--- src/rtl/router_pkg.sv ---
// Shared definitions for the router: packet geometry, port identifiers and the
// header field positions used by the upstream routing stage.
package router_pkg;

  localparam int PKT_WIDTH = 31;
  localparam int NUM_IN    = 4;

  typedef logic [1:0] port_id_t;

  // Header fields, most significant bits of the packet.
  localparam int XSRC_HI = 30;
  localparam int XSRC_LO = 29;
  localparam int YSRC_HI = 28;
  localparam int YSRC_LO = 27;
  localparam int XDST_HI = 26;
  localparam int XDST_LO = 25;
  localparam int YDST_HI = 24;
  localparam int YDST_LO = 23;

  typedef enum logic [1:0] {
    PORT_W = 2'b00,
    PORT_S = 2'b01,
    PORT_P = 2'b10,
    PORT_E = 2'b11
  } port_dir_e;

  function automatic port_id_t next_port(input port_id_t p);
    return port_id_t'(p + 2'd1);
  endfunction

endpackage

--- src/rtl/router_port_sched_rr_pick.sv ---
// Rotate-priority encoder: grants the first requester at or above ptr,
// wrapping from 3 back to 0.
module rr_pick
  import router_pkg::*;
(
  input  logic [3:0] req,
  input  logic [1:0] ptr,
  output logic [3:0] gnt_onehot,
  output logic [1:0] gnt_idx,
  output logic       any
);

  port_id_t cand;

  always_comb begin
    gnt_idx    = '0;
    cand       = '0;
    gnt_onehot = '0;
    any        = |req;
    // Walk from farthest to nearest so the nearest requester wins last.
    for (int k = 3; k >= 0; k--) begin
      cand = port_id_t'(ptr + port_id_t'(k));
      if (req[cand]) gnt_idx = cand;
    end
    if (any) gnt_onehot = 4'b0001 << gnt_idx;
  end

endmodule

--- src/rtl/router_port_sched.sv ---
// Round-robin scheduler sharing one registered output channel between four
// packet sources, with saturating per-source grant counters.
module router_port_sched #(
  parameter int WIDTH  = 31,
  parameter int NUM_IN = 4,
  parameter int CNT_W  = 16
) (
  input  logic                    clk,
  input  logic                    rst_n,
  input  logic [NUM_IN-1:0]       in_valid,
  input  logic [NUM_IN*WIDTH-1:0] in_data,
  output logic [NUM_IN-1:0]       in_ready,
  output logic                    out_valid,
  output logic [WIDTH-1:0]        out_data,
  output logic [1:0]              out_src,
  input  logic                    out_ready,
  input  logic                    cnt_clr,
  output logic [NUM_IN*CNT_W-1:0] grant_cnt
);
  import router_pkg::*;

  // Handshake: a transfer happens on an edge where valid and ready are both
  // high; a source holds valid/data until it sees ready, and the output
  // register holds data/src stable while out_valid is high and out_ready low.

  port_id_t   ptr;
  logic       load;
  logic       accept;
  logic [3:0] gnt_onehot;
  port_id_t   gnt_idx;
  logic       any_req;
  logic [WIDTH-1:0] sel_data;
  logic [CNT_W-1:0] cnt_q [NUM_IN];

  rr_pick u_pick (
    .req        (in_valid),
    .ptr        (ptr),
    .gnt_onehot (gnt_onehot),
    .gnt_idx    (gnt_idx),
    .any        (any_req)
  );

  assign load     = !out_valid || out_ready;
  assign accept   = load && any_req && rst_n;
  // Reset gating keeps in_ready low while the block is held in reset.
  assign in_ready = (load && rst_n) ? gnt_onehot : '0;
  assign sel_data = in_data[gnt_idx*WIDTH +: WIDTH];

  always_ff @(posedge clk or negedge rst_n) begin
    if (!rst_n) begin
      out_valid <= 1'b0;
      out_data  <= '0;
      out_src   <= '0;
      ptr       <= '0;
    end else if (load) begin
      if (any_req) begin
        out_valid <= 1'b1;
        out_data  <= sel_data;
        out_src   <= gnt_idx;
        ptr       <= next_port(gnt_idx);
      end else begin
        out_valid <= 1'b0;
      end
    end
  end

  for (genvar i = 0; i < NUM_IN; i++) begin : g_cnt
    always_ff @(posedge clk or negedge rst_n) begin
      if (!rst_n) begin
        cnt_q[i] <= '0;
      end else if (cnt_clr) begin
        cnt_q[i] <= '0;
      end else if (accept && gnt_onehot[i] && (cnt_q[i] != '1)) begin
        cnt_q[i] <= cnt_q[i] + 1'b1;
      end
    end
    assign grant_cnt[i*CNT_W +: CNT_W] = cnt_q[i];
  end

endmodule

--- config.mk ---
export PLATFORM = sky130hd
export DESIGN_NAME = router_port_sched
export DESIGN_NICKNAME = d
export VERILOG_FILES = /design/src/rtl/router_pkg.sv /design/src/rtl/router_port_sched_rr_pick.sv /design/src/rtl/router_port_sched.sv
export SDC_FILE = /design/constraint.sdc
export NUM_CORES = 1
export LEC_CHECK = 0
export ABC_AREA = 0
export CAP_MARGIN = 10
export CORE_MARGIN = 10
export CORE_UTILIZATION = 55
export DETAILED_ROUTE_END_ITERATION = 8
export DONT_BUFFER_PORTS = 1
export GPL_TIMING_DRIVEN = 0
export PLACE_DENSITY = 0.7
export SYNTH_ARGS = -nofsm -noshare
export SYNTH_HDL_FRONTEND = slang
export SYNTH_HIERARCHICAL = 1
export SYNTH_SLANG_ARGS = --single-unit
--- constraint.sdc ---
create_clock -name clk -period 4.95 [get_ports clk]
set_input_delay 1.2375 -clock clk [delete_from_list [all_inputs] [get_ports clk]]
set_output_delay 1.2375 -clock clk [all_outputs]
set_load 0.01 [all_outputs]
**Word-level counts from Yosys, hierarchy flattened**

Cells that the tools add are included.

- Bits in writable memories: 0
- Memories: 0
- ROM bits: 0
- Register bits: 100
- Word-level logic and storage cells: 69
- Output and inout bits: 102
- Bits in latches: 0

- Bitwise gates (word level): 0
- Order comparisons: 4
- Div/mod/pow operators: 0
- Shifts and indexed selects: 2
- Reductions and logical operators: 19
- Equal/unequal tests: 4
- Mux-type cells: 23
- $mul: 1
- Add/subtract/negate cells: 8

Operators by type and width:

| kind | count |
|---|---|
| $mux W16 | 8 |
| $shiftx A124 B8 Y31 | 1 |
| $add A16 B1 Y16 const B | 4 |
| $ne A16 B16 Y1 const B | 4 |
| $lt A2 B3 Y1 const B | 4 |
| $logic_and A1 B1 Y1 | 11 |
| $bmux W1 S2 | 4 |
| $mux W2 | 4 |
| $mux W4 | 2 |
| $reduce_bool A2 Y1 | 4 |
| $mul A2 B5 Y7 const B | 1 |
| $mux W1 | 5 |
| $add A2 B1 Y2 const B | 2 |
| $add A2 B2 Y2 const B | 2 |
| $reduce_or A4 Y1 | 1 |
| $shl A1 B2 Y4 const A | 1 |
| $reduce_and A2 Y1 | 1 |
| $logic_not A1 Y1 | 1 |
| $logic_or A1 B1 Y1 | 1 |

**Depth between registers and ports, before layout**

- Depth in word-level cells: 13
- Mapped depth: 10
- Mapped depth without buffers: 8

**Cells and area by module**

Netlist, hierarchy kept.

Modules (own cells, without submodules):

| module | area an instance (um2) | cells an instance | times used |
|---|---|---|---|
| router_port_sched | 5,559.1 | 499 | 1 |
| rr_pick | 211.5 | 33 | 1 |

**Least setup slack after synthesis**

No wires, ideal clock.

- Kind: in2out
- Start: input in_valid[0]
- End: output in_ready[2]
- Data required time: 3,713 ps
- Cell stages on the path: 6
- Data arrival time: 2,048 ps
- Buffers on the path: 1
- Setup slack: 1,665 ps
- Cells stage by stage: buf_4 nor2_1 o21ai_0 a21boi_0 and2_1 and2_1

- Word-level cells in the longest chain between the ends: 9

RTL lines:

| element | line | text |
|---|---|---|
| start: declaration | router_port_sched.sv:10 | `input logic [NUM_IN-1:0] in_valid,` |
| $bmux W1 S2 | router_port_sched_rr_pick.sv:23 | `if (req[cand]) gnt_idx = cand;` |
| $mux W1 (not written as such) | router_port_sched_rr_pick.sv:23 |  |
| $mux W2 (4 in series) | router_port_sched_rr_pick.sv:23 |  |
| $shl A1 B2 Y4 | router_port_sched_rr_pick.sv:25 | `if (any) gnt_onehot = 4'b0001 << gnt_idx;` |
| $mux W4 * | router_port_sched_rr_pick.sv:25 |  |
| named net gnt_onehot[2] | router_port_sched.sv:29 | `logic [3:0] gnt_onehot;` |
| $mux W4 * | router_port_sched.sv:46 | `assign in_ready = (load && rst_n) ? gnt_onehot : '0;` |
| end: declaration | router_port_sched.sv:12 | `output logic [NUM_IN-1:0] in_ready,` |

Mark *: on every way through the listed nets, which the timed path passes. The rest lies on a longest branch. The select of a mux whose other input is x is not followed.

**Worst setup path after layout**

Ends and elaborated chain as after synthesis.

==> run_results.csv <==
group,metric,value,unit
flow_run,maxCapViolCount,0,
timing,tightest_slew,1.00,ns
final_layout,fin_util,60.1,%
clock_network,clockBufferDepth,2,
timing,hold_viol,0,
min_path,hold_depth,2,
power_and_ir_drop,clkPwrFrac,26.9,%
critical_path,max_stage_delay,0.23,ns
placed_design,place.gp.congestion,0.886,
synth,synth_area,5770,sq um
synth,avgSynthCellArea,10.8,sq um
clock_network,insertion_delay,0.37,ns
run_status,outcome,"finished clean",
synth,synth_area_leader_cell,"dfrtp_1",
floorplanning,rows,37,
final_layout,final_cells,684,
synth,ys_top_cells_by_count,"100 x dfrtp_1, 67 x nor2_1, 44 x xnor2_1, 33 x mux2_2",
placed_design,dp_slack,1.36,ns
route,drc,0,
global_route,antenna_found_initial,0,
floorplanning,num_io_pins,234,
global_route,grt_overflow_total,0,
timing,drv_slew,0,
power_and_ir_drop,peakVddDrop,0.227,mV
critical_path,critPathArrivalTime,2.21,ns
power_and_ir_drop,power_frac_comb,22.9,%
route,drt-wirelength-per-cell,24.1,um
final_layout,final_nets,679,
power_and_ir_drop,p_sw,0.678,mW
synth,synth_ff_type,"dfrtp_1",
power_and_ir_drop,power_density,362,nW/um^2
global_route,grt.met3_usage,8.68,%
clock_network,ctsResizeCount,0,
critical_path,crit_buf_inv,1,
critical_path,critPathRequiredTime,3.71,ns
global_route,grt.met1_usage,23.6,%
synth,synth-adder-area-share,0.867,%
synth,async_flop_share,100,%
final_layout,drive_gt1_share,19.3,%
power_and_ir_drop,leakagePower,2.28,nW
timing,min_period,3.45,ns
final_layout,nFillCells,882,
timing,rsz0062_at_grt,"no",
clock_network,cts_setup_buffers,0,
synth,synth_top_family_by_area,"simple AND/OR/NAND/NOR gates",
synth,synth_compound_area_share,6.40,%
final_layout,area_delta_synth_final,7.03,%
critical_path,worst_setup_path_start_kind,"input port",
clock_network,cts_tree,"done",
power_and_ir_drop,swShare,30.3,%
final_layout,n_antenna_cell,0,
critical_path,crit_path_frequent_cell,"and2_1",
floorplanning,die_y,122,um
route,dr.pass1.iters,4,
floorplanning,core_area,10300,sq um
synth,postSynthCellCount,532,
power_and_ir_drop,p_int,1.56,mW
timing,setup_viol,0,
route,ant_nets,0,
placed_design,post-dp-hpwl,13.1,mm
timing,timing.final.ws_setup,1.50,ns
synth,yosys-top-cells-area,"dfrtp_1 43%, mux4_2 12%, xnor2_1 6.7%",
timing,fin_worst_skew,0.0109,ns
synth,syn_nets,668,
critical_path,worst-path-max-fanout,9,
placed_design,io_buffers,0,
synth,ys_ff_latch,100,
synth,yosysMostFrequentCell,"dfrtp_1",
clock_network,holdBufCountCts,0,
clock_network,cts_num_sinks,100,
global_route,top_usage_layer,"met2",
critical_path,r2r_cells,8,
floorplanning,start_util,56.1,%
timing,relSlewSlack,32.7,%
critical_path,path_cells,"buf_4 -> nor2_1 -> o21ai_0 -> a21boi_0 -> and2_1 -> and2_1",
critical_path,end_kind,"primary output",
route,avgViaCountPerCell,6.31,
route,via_count,4316,
synth,synthSimpleGateAreaFrac,19.9,%
synth,synthMuxAreaShare,19.4,%
clock_network,h-tree-depth,3,
global_route,grt_pass1_wl,25.6,mm
global_route,use_met2,38.7,%
final_layout,design_area,6180,sq um
clock_network,clock-root-buffer,"clkbuf_8",
synth,synth_edf_count,0,
synth,synth_top_area_share,43.4,%
clock_network,cts.clk_slew.worst_paths,0.09,ns
synth,synth_seq_area_share,43.4,%
timing,fmax,0.290,GHz
timing,period_share,69.7,%
critical_path,crit_slowest_cell,"and2_1",
route,drtIter0Drc,287,
placed_design,placement.cell_area,5940,sq um
critical_path,cp_top_family,"simple AND/OR/NAND/NOR gates",
floorplanning,die_x,122,um
global_route,grt_max_degree,107,
timing,hold_ws,0.540,ns
global_route,grt_pass1_vias,4431,
clock_network,cts_made_buffers,9,
critical_path,crit_type,"in2out",
floorplanning,die_area,15000,sq um
synth,ys_warn_count,6,
critical_path,crit_cells,6,
min_path,hp-class,"reg2reg",
route,totalWireLength,16.5,mm
global_route,grt_usage,21.9,%
synth,synth_xor_area_share,6.68,%
power_and_ir_drop,seq_power_share,50.2,%
placed_design,dp_cells,668,
timing,tns,0,ns
synth,synth.distinct_cells,55,
power_and_ir_drop,power,2.24,mW
sequential cells by signal (all words and copies together) (netlist names):
signal / flops
out_data: 31
grant_cnt: 64
out_src: 2
ptr: 2
out_valid: 1
tightest hold or removal path, stage by stage (launching register included):
cell     delay [ns]
dfrtp_1        0.39
nand2_1        0.06
o21ai_0        0.06
metal layers:
| layer | vias up | share of wire, % | wire, um |
|---|---|---|---|
| met3 | 24 | 9.5 | 1570 |
| met1 | 2150 | 35 | 5810 |
| met2 | 168 | 53 | 8780 |
| li1 | 1974 | - | - |
| met5 | - | 0 | 0 |
| met4 | 0 | 2.0 | 326 |
cell families after synthesis:
family	Yosys count
AO/OA/AOI/OAI	56
buffers and inverters	43
flip-flops	100
AND/OR/NAND/NOR	216
adder cells (fa/ha/maj)	4
multiplexers	69
XOR/XNOR	44
cells in the final DEF (no fill, tap or decap), types with 4 or more instances in the layout:
master and instances:
ha_1 4, and2_1 5, o21ai_0 12, nand4_1 16, nor4b_1 6, mux2_2 33, dfrtp_1 100, nor2_1 67
buf_2 8, inv_1 11, and3_1 7, nand3_1 14, a31oi_1 5, nor4_1 13, mux2i_1 5, nor3_1 25
clkbuf_8 11, or3_1 6, mux4_2 31, xnor2_1 44, a21oi_1 16, nand2_1 31, clkbuf_1 19
path summary, 6_finish.rpt:
check                                  from       endpoint  slack [ns]
worst max-delay path            in_valid[0]    in_ready[2]        1.50
worst min-delay path                 ptr[1]         ptr[1]        0.54
worst max register to register       ptr[1]   out_data[26]        2.23
min in group asynchronous             rst_n  grant_cnt[17]        0.55
worst min register to register       ptr[1]         ptr[1]        0.54
max in group asynchronous             rst_n  grant_cnt[39]        4.19
layout make-up:
class,count,area [sq um],area share (%)
inverters,11,41.3,0.669
clock buffers,11,151,2.45
well taps,136,170,2.76
flip-flops and latches,100,2500,40.5
plain buffers,32,154,2.49
multi-input cells,389,3070,49.8
clock inverters,5,83.8,1.36
power groups by stage:
stage / Sequential [mW] / Combinational, mW / Clock [mW]
6_report: 1.12 / 0.511 / 0.601
4_1_cts: 1.13 / 0.516 / 0.612
5_1_grt: 1.14 / 0.566 / 0.646
3_3_place_gp: 1.14 / 0.494 / 0
3_5_place_dp: 1.15 / 0.516 / 0
2_1_floorplan: 1.08 / 0.444 / 0
Note: power is estimated with default switching activity, not from simulation.
